File: src/rtl/imem_loader_pkg.sv
// Shared types and constants for the serial instruction-memory loader.
package imem_loader_pkg;

   // Loader FSM states
   typedef enum logic [2:0] {
      ST_IDLE   = 3'd0,
      ST_CNT_LO = 3'd1,
      ST_CNT_HI = 3'd2,
      ST_DATA   = 3'd3,
      ST_CHECK  = 3'd4,
      ST_DONE   = 3'd5,
      ST_ERR    = 3'd6
   } state_e;

   localparam logic [7:0] SYNC_BYTE_DEF = 8'hA5;

   // Frame field order: sync, count low, count high, payload..., checksum
   localparam int FLD_SYNC       = 0;
   localparam int FLD_CNT_LO     = 1;
   localparam int FLD_CNT_HI     = 2;
   localparam int FLD_PAYLOAD    = 3;
   localparam int BYTES_PER_WORD = 4;

   // True while a frame is being received (timeout applies here)
   function automatic logic in_frame(input state_e s);
      return (s == ST_CNT_LO) || (s == ST_CNT_HI) || (s == ST_DATA) || (s == ST_CHECK);
   endfunction

endpackage

File: src/rtl/imem_word_packer.sv
// Packs payload bytes little-endian into 32-bit words; pulses word_ready
// the cycle after the fourth byte while word still holds the full value.
module imem_word_packer
   import imem_loader_pkg::*;
(
   input  logic        clk,
   input  logic        rst,
   input  logic        clr,
   input  logic        byte_vld,
   input  logic [7:0]  byte_data,
   output logic        last_byte,
   output logic        word_ready,
   output logic [31:0] word
);

   logic [1:0]  idx_q, idx_d;
   logic [31:0] asm_q, asm_d;
   logic        rdy_q, rdy_d;

   // Fourth byte of a word is being accepted this cycle
   assign last_byte  = byte_vld && (idx_q == 2'(BYTES_PER_WORD - 1));
   assign word_ready = rdy_q;
   assign word       = asm_q;

   // Byte steering: byte k lands in bits [8k+7:8k]. A first byte of the
   // next word overwrites asm only at the end of the word_ready cycle.
   always_comb begin
      idx_d = idx_q;
      asm_d = asm_q;
      rdy_d = 1'b0;
      if (clr) begin
         idx_d = 2'd0;
      end else if (byte_vld) begin
         asm_d[{idx_q, 3'b000} +: 8] = byte_data;
         idx_d = idx_q + 2'd1;
         rdy_d = last_byte;
      end
   end

   // Packer state registers
   always_ff @(posedge clk or posedge rst) begin
      if (rst) begin
         idx_q <= 2'd0;
         asm_q <= 32'd0;
         rdy_q <= 1'b0;
      end else begin
         idx_q <= idx_d;
         asm_q <= asm_d;
         rdy_q <= rdy_d;
      end
   end

endmodule

File: src/rtl/imem_loader.sv
// Frame receiver that writes a UART-delivered program image into the
// instruction memory and holds the core in reset while loading.
module imem_loader
   import imem_loader_pkg::*;
#(
   parameter int         DEPTH     = 256,
   parameter int         ADDR_W    = 8,
   parameter logic [7:0] SYNC_BYTE = SYNC_BYTE_DEF,
   parameter int         TIMEOUT   = 100000
) (
   input  logic              clk,
   input  logic              reset,
   input  logic [7:0]        rx_data,
   input  logic              rx_valid,
   output logic              imem_we,
   output logic [ADDR_W-1:0] imem_waddr,
   output logic [31:0]       imem_wdata,
   output logic              cpu_hold,
   output logic              load_done,
   output logic              load_error,
   output logic [ADDR_W:0]   words_loaded
);

   localparam int TMO_W = $clog2(TIMEOUT + 1);

   state_e              state_q, state_d;
   logic [15:0]         cnt_q, cnt_d;
   logic [ADDR_W:0]     wcnt_q, wcnt_d;
   logic [7:0]          sum_q, sum_d;
   logic [TMO_W-1:0]    tmo_q, tmo_d;
   logic [ADDR_W-1:0]   waddr_q, waddr_d;
   logic                hold_q, hold_d;
   logic                done_q, done_d;
   logic                err_q, err_d;

   logic                frame_start;
   logic                tmo_hit;
   logic                last_byte;
   logic                word_ready;
   logic [31:0]         word;
   logic [15:0]         n_full;
   logic                last_word;

   assign frame_start = rx_valid && (rx_data == SYNC_BYTE) &&
                        ((state_q == ST_IDLE) || (state_q == ST_DONE) || (state_q == ST_ERR));
   assign tmo_hit     = in_frame(state_q) && !rx_valid && (tmo_q == TMO_W'(TIMEOUT - 1));
   assign n_full      = {rx_data, cnt_q[7:0]};
   // The word whose 4th byte is arriving is the last one of the frame.
   // Earlier words have already bumped wcnt since word_ready trails by one cycle.
   assign last_word   = (17'(wcnt_q) + 17'd1) == {1'b0, cnt_q};

   imem_word_packer u_packer (
      .clk        (clk),
      .rst        (reset),
      .clr        (frame_start),
      .byte_vld   (rx_valid && (state_q == ST_DATA)),
      .byte_data  (rx_data),
      .last_byte  (last_byte),
      .word_ready (word_ready),
      .word       (word)
   );

   // State and datapath registers
   always_ff @(posedge clk or posedge reset) begin
      if (reset) begin
         state_q <= ST_IDLE;
         cnt_q   <= '0;
         wcnt_q  <= '0;
         sum_q   <= '0;
         tmo_q   <= '0;
         waddr_q <= '0;
         hold_q  <= 1'b0;
         done_q  <= 1'b0;
         err_q   <= 1'b0;
      end else begin
         state_q <= state_d;
         cnt_q   <= cnt_d;
         wcnt_q  <= wcnt_d;
         sum_q   <= sum_d;
         tmo_q   <= tmo_d;
         waddr_q <= waddr_d;
         hold_q  <= hold_d;
         done_q  <= done_d;
         err_q   <= err_d;
      end
   end

   // Next-state logic; the last word's write pulse trails into CHECK so a
   // checksum byte on the very next cycle is not mistaken for payload.
   always_comb begin
      state_d = state_q;
      case (state_q)
         ST_IDLE, ST_DONE, ST_ERR: if (frame_start) state_d = ST_CNT_LO;
         ST_CNT_LO: if (rx_valid) state_d = ST_CNT_HI;
         ST_CNT_HI: if (rx_valid) begin
            if ({1'b0, n_full} > 17'(DEPTH)) state_d = ST_ERR;
            else if (n_full == 16'd0)        state_d = ST_CHECK;
            else                             state_d = ST_DATA;
         end
         ST_DATA:  if (last_byte && last_word) state_d = ST_CHECK;
         ST_CHECK: if (rx_valid) state_d = (rx_data == sum_q) ? ST_DONE : ST_ERR;
         default:  state_d = ST_IDLE;
      endcase
      if (tmo_hit) state_d = ST_ERR;
   end

   // Counters, checksum, address capture and status flags
   always_comb begin
      cnt_d   = cnt_q;
      wcnt_d  = wcnt_q;
      sum_d   = sum_q;
      waddr_d = waddr_q;
      tmo_d   = (in_frame(state_q) && !rx_valid) ? tmo_q + TMO_W'(1) : '0;
      if (frame_start) begin
         cnt_d  = '0;
         wcnt_d = '0;
         sum_d  = '0;
      end else begin
         if (word_ready) wcnt_d = wcnt_q + 1'b1;
         if (rx_valid && (state_q == ST_CNT_LO)) cnt_d[7:0]  = rx_data;
         if (rx_valid && (state_q == ST_CNT_HI)) cnt_d[15:8] = rx_data;
         if (rx_valid && (state_q == ST_DATA))   sum_d       = sum_q + rx_data;
      end
      if (last_byte) waddr_d = wcnt_q[ADDR_W-1:0];
      hold_d = in_frame(state_d) || (state_d == ST_ERR);
      done_d = (state_d == ST_DONE);
      err_d  = (state_d == ST_ERR);
   end

   assign imem_we      = word_ready;
   assign imem_waddr   = waddr_q;
   assign imem_wdata   = word;
   assign cpu_hold     = hold_q;
   assign load_done    = done_q;
   assign load_error   = err_q;
   assign words_loaded = wcnt_q;

endmodule

File: config.mk
export PLATFORM = sky130hd
export DESIGN_NAME = imem_loader
export DESIGN_NICKNAME = d
export VERILOG_FILES = /design/src/rtl/imem_loader_pkg.sv /design/src/rtl/imem_word_packer.sv /design/src/rtl/imem_loader.sv
export SDC_FILE = /design/constraint.sdc
export NUM_CORES = 1
export LEC_CHECK = 0
export CAP_MARGIN = 20
export CORE_ASPECT_RATIO = 2
export CORE_MARGIN = 2
export CORE_UTILIZATION = 40
export CTS_CLUSTER_DIAMETER = 120
export DETAILED_ROUTE_END_ITERATION = 10
export PLACE_DENSITY = 0.59
export SKIP_CTS_REPAIR_TIMING = 1
export SLEW_MARGIN = 20
export SYNTH_ARGS = -nofsm -noshare
export SYNTH_HDL_FRONTEND = slang
export SYNTH_SLANG_ARGS = --single-unit
File: constraint.sdc
create_clock -name clk -period 4.2 [get_ports clk]
set_input_delay 0.63 -clock clk [delete_from_list [all_inputs] [get_ports clk]]
set_output_delay 0.63 -clock clk [all_outputs]
set_load 0.01 [all_outputs]
# Yosys cells after proc, flatten, opt, wreduce, memory -nomap -nowiden
# Cells that the tools add are included.
# totals
output_inout_bits	53
regBits	99
# op_classes
bitwise_logic	1
magnitude_cmp	1
n_addsub	6
n_mux	23
n_eq_ne	17
reduce_logical	27
shift	2
# op_table
op	n
32-bit bitwise mux	1
8-bit two-way mux	4
8-bit by 7-bit variable shift with 32-bit output, first input constant	1
8-bit by 7-bit indexed part select with 32-bit output	1
3-bit two-way mux	8
3-bit equality test, second input constant	6
9-bit two-way mux	2
17-bit by 1-bit adder with 17-bit output, second input constant	1
17-bit equality test, second input constant	1
17-bit two-way mux	1
10-bit by 16-bit equality test with 1-bit output	1
16-bit by 9-bit greater-than comparator with 1-bit output, second input constant	1
16-bit zero test	1
16-bit two-way mux	1
3-bit case mux with 5 select lines	1
3-bit by 2-bit equality test with 1-bit output, second input constant	4
9-bit by 1-bit adder with 10-bit output, second input constant	1
9-bit by 1-bit adder with 9-bit output, second input constant	1
1-bit logical AND	9
1-bit logical OR	9
8-bit adder	1
8-bit equality test	1
8-bit equality test, second input constant	1
2-bit nonzero test	4
11 further kinds	15

# Depth between registers and ports, before layout
# logic_depth
word_depth	12
mapped_depth	9
depth_no_buf	9

# Cells and area by module
# A second synthesis with hierarchy kept.
# unflattened
hier_cells	541
hier_area_um2	5253.8
# by_module_without_submodules
module	seq_area_each_um2	cells_per_inst	area_per_inst_um2	instances
imem_loader	1601.5	379	3592.2	1
imem_word_packer	875.8	162	1661.6	1

# Least setup slack after synthesis
# Ideal clock, no wire load.
# synth_timing
path_kind	input to register
startpoint	input rx_data[2]
endpoint	register hold_q, in the netlist cpu_hold
arrival_time_ps	2158
setup_slack_ps	1917
cell_stages	7
setup_time_ps	125
t_required_ps	4075
n_path_buf	0
path_cell_list	ha_1 -> nor4_1 -> nand4_1 -> a21oi_1 -> a2111oi_2 -> or2_4 -> mux2_4
# synth_via
elab_chain_cells	11
word_cells_on_any_way	23
# synth_lines
element	line_no	text
start: declaration	imem_loader.sv:13	input logic [7:0] rx_data,
branches (longest 4 deep; another with 16-bit by 9-bit greater-than comparator with 1-bit output)	n/a	
3-bit case mux with 5 select lines (*)	imem_loader.sv:92	case (state_q)
3-bit two-way mux (*)	imem_loader.sv:104	if (tmo_hit) state_d = ST_ERR;
3-bit by 1-bit equality test with 1-bit output or 3-bit by 2-bit equality test with 1-bit output (tied branches)	imem_loader_pkg.sv:26	return (s == ST_CNT_LO) || (s == ST_CNT_HI) || (s == ST_DATA) || (s == ST_CHECK);
1-bit logical OR (3 in series)	imem_loader_pkg.sv:26	
1-bit logical OR (*)	imem_loader.sv:125	hold_d = in_frame(state_d) || (state_d == ST_ERR);
named net hold_d	imem_loader.sv:32	logic hold_q, hold_d;
end signal: assignment	imem_loader.sv:82	hold_q <= hold_d;
end: declaration	imem_loader.sv:32	
# Mark *: on every way through the listed nets, which the timed path passes.
# A chain may end at the register's enable or synchronous reset.

# Worst setup path after layout
# layout_timing
startpoint	input rx_data[3]
endpoint	register sum_q[7]
# layout_via
elab_chain_cells	4
word_cells_on_any_way	7
# layout_lines
element	line_no	text
branches (longest 4 deep; another with 8-bit adder)	n/a	
end signal: assignment	imem_loader.sv:79	sum_q <= sum_d;
end: declaration	imem_loader.sv:29	logic [7:0] sum_q, sum_d;
# Parallel ways; which one is timed is not known. The select of a mux whose other input is x is not followed.

==> results_dict.tcl <==
set metrics [dict create \
    run_status "complete, no violations" \
    die_area_mm2 0.0137 \
    synth.most_common_cell "nand2_1" \
    fin_util 0.492 \
    track_usage 0.191 \
    power.switching_uw 636 \
    clock_skew_ps 8.36 \
    holdPathStages 2 \
    start_util 0.409 \
    synth_cell_types 65 \
    synthSimpleGateAreaFrac 0.237 \
    grt_pass1_vias 3962 \
    numCtsBuffers 9 \
    syn_nets 567 \
    place_congestion 0.810 \
    cts_tree "done" \
    end_kind "register" \
    viasPerCell 5.32 \
    maxCapViolations 0 \
    core_mm2 0.0125 \
    p_seq_frac 0.487 \
    drc 0 \
    clock_path_buffers 2 \
    hold_viol 0 \
    cp_max_fo 8 \
    finalMaxSlewViolations 0 \
    antenna_found_initial 0 \
    synth_top_family_by_area "simple AND/OR/NAND/NOR gates" \
    die_w_um 83.9 \
    dpl.hpwl_um 9390 \
    antenna_cells 0 \
    power_frac_comb 0.162 \
    power_leakage_uw 0.00258 \
    rows 58 \
    worstSetupStartpointType "input port" \
    finalSetupTns_ps 0 \
    period_share 0.710 \
    rrSetupSlack_ps 1720 \
    muxShareOfSynthArea 0.0289 \
    synth_compound_area_frac 0.107 \
    yosysTopAreaCellShare 0.485 \
    port_buffers 63 \
    yosysTopAreaCell "dfrtp_1" \
    io_pins 64 \
    drt_iter0_drc 251 \
    hp-start "u_packer.word[18]" \
    synth_edf_count 0 \
    rsz0062_at_grt "false" \
    max_freq_mhz 335 \
    worstMarginPinSlew_ps 969 \
    path_delay_family "compound AO/OA/AOI/OAI gates" \
    required_ps 4420 \
    die_height_um 164 \
    cp.arrival_ps 3210 \
    grt_overflow 0 \
    grt_pass1_wl_um 20600 \
    rr_startpoint "state_q[1]" \
    routedWlPerCell_um 16.7 \
    crit_type "in -> reg" \
    crit_slowest_cell "a2111oi_0" \
    netlist_top_cells_area "dfrtp_1 49%, nand2_1 8.8%, xor2_1 4.6%" \
    num-nets-final 625 \
    synth_xor_area_frac 0.0704 \
    hold_end "u_packer.word[18]" \
    drt_pass1_iterations 4 \
    dp_slack_ps 885 \
    cts_root_buffer "clkbuf_16" \
    clock_latency_ps 340 \
    ys_seq_elements 99 \
    drt-total-wl_um 12600 \
    intPower_uw 1570 \
    synthTopCellsByCount "120 x nand2_1, 99 x dfrtp_1, 46 x nor2_1" \
    ys_seq_area_frac 0.485 \
    htree_num_levels 3 \
    critical-path-max-stage-delay_ps 800 \
    syn_area_mm2 0.00510 \
    cts.sinks 99 \
    peakVddDrop_mv 0.222 \
    setup_violations 0 \
    syn-instance-count 541 \
    fin_ws_ps 1220 \
    worstPathCellList "clkdlybuf4s50_1 > ha_1 > o21ai_0 > inv_1 > a2111oi_0 > nor3_1 > nor3b_1 > o21ai_1" \
    syn_to_final_growth_pct 20.4 \
    reg2reg_depth 5 \
    hold_class "reg -> reg" \
    synth_area_per_cell_um2 9.43 \
    post_route_cells_drive_above_1_share 0.0828 \
    grt_start_max_net_pins 50 \
    power_density_mw_per_mm2 359 \
    clk_pin_slew_ps 70 \
    reg2reg_to "cpu_hold" \
    yosys_warnings 0 \
    crit_buf_inv 2 \
    maxSlewHeadroom 0.353 \
    fin_crit_ps 2980 \
    synth_flop_cell "dfrtp_1" \
    vias 4008 \
    ant_nets 0 \
    swShare 0.288 \
    yosys.area_share.adder 0.0382 \
    async_reset_ff_frac 1.00 \
    p_clk_frac 0.351 \
]
-- metrics by stage --
stage | instance area (um2) | instances | total power, uW | hold slack [ps]
after global placement | 5870 | 738 | 1440 | 467
after detailed placement | 5870 | 738 | 1450 | 469
final | 6140 | 754 | 2210 | 476
after CTS | 6140 | 754 | 2240 | 485
after floorplan | 5100 | 541 | 1330 | 447
after global routing | 6140 | 754 | 2330 | 509
-- worst min-delay path: cells and delay by family (launching register included) --
kind	cells	cell delay [ps]
flip-flops	1	340
AO/OA/AOI/OAI	1	60
AND/OR/NAND/NOR	1	40
-- worst max path at each step --
| stage | start | to | cells after the start |
|---|---|---|---|
| after detailed placement | rx_data[3] | sum_q[7] | 8 |
| after global routing | rx_data[3] | sum_q[7] | 8 |
| final | rx_data[3] | sum_q[7] | 8 |
| after floorplan | reset | cnt_q[0] | 1 |
| after global placement | rx_data[5] | cpu_hold | 8 |
| after CTS | rx_data[5] | cpu_hold | 8 |
-- placed cells by master, fill, tap and decap left out, types with 3 or more instances in the layout --
cell	netlist	layout
nor2_1	46	46
nor4_1	3	3
xnor2_1	14	14
nor3_1	7	7
clkbuf_16	0	9
nand2_1	120	120
o21ai_1	5	5
buf_4	3	9
or3_1	5	5
nor2b_1	3	3
clkinvlp_4	0	3
xor2_1	27	27
mux2_2	10	10
dfrtp_1	99	99
o21ai_0	42	42
ha_1	14	14
nand2b_1	5	5
inv_1	12	11
and3_1	9	9
nand3_1	12	12
nor3b_1	6	6
clkdlybuf4s50_1	0	63
nand4_1	9	9
a21oi_1	15	15
o22ai_1	6	6
-- layout make-up --
| type | instances | area, um2 |
|---|---|---|
| fill | 1182 | 6340 |
| clock buffer | 9 | 225 |
| sequential | 99 | 2480 |
| clock inverter | 7 | 52.6 |
| timing repair buffer | 72 | 698 |
| tap | 150 | 188 |
| multi-input combinational | 405 | 2460 |
| inverter | 12 | 47.5 |
-- logic make-up after synthesis --
logic type	after synthesis
xor gates and xnor gates	41
DFF	99
muxes	13
adders and majority gates	15
and+or+nand+nor	246
buffers and inverters	37
AOI/OAI and AO/OA	90
-- power groups by stage --
| stage | Clock [uW] | Combinational (uW) | Sequential, uW |
|---|---|---|---|
| final | 776 | 357 | 1070 |
| after global routing | 838 | 405 | 1080 |
| after CTS | 802 | 361 | 1070 |
| after detailed placement | 0 | 360 | 1090 |
| after global placement | 0 | 352 | 1090 |
| after floorplan | 0 | 263 | 1070 |
-- per-layer routing --
metal / global-route usage / share of wire / vias up
li1: - / - / 1960
met1: 0.222 / 0.39 / 1974
met3: 0.0286 / 0.023 / 16
met2: 0.354 / 0.56 / 58
met5: 0 / 0 / -
met4: 0.0660 / 0.019 / 0
-- state kept, by name, indices dropped and copies added, names as in the netlist --
| register | flops |
|---|---|
| u_packer.word | 32 |
| tmo_q | 17 |
| cnt_q | 16 |
| words_loaded | 9 |
| imem_waddr | 8 |
| sum_q | 8 |
| state_q | 3 |
| u_packer.idx_q | 2 |
| cpu_hold | 1 |
| load_done | 1 |
| load_error | 1 |
| u_packer.word_ready | 1 |
Power figures use the tool's default switching activity.
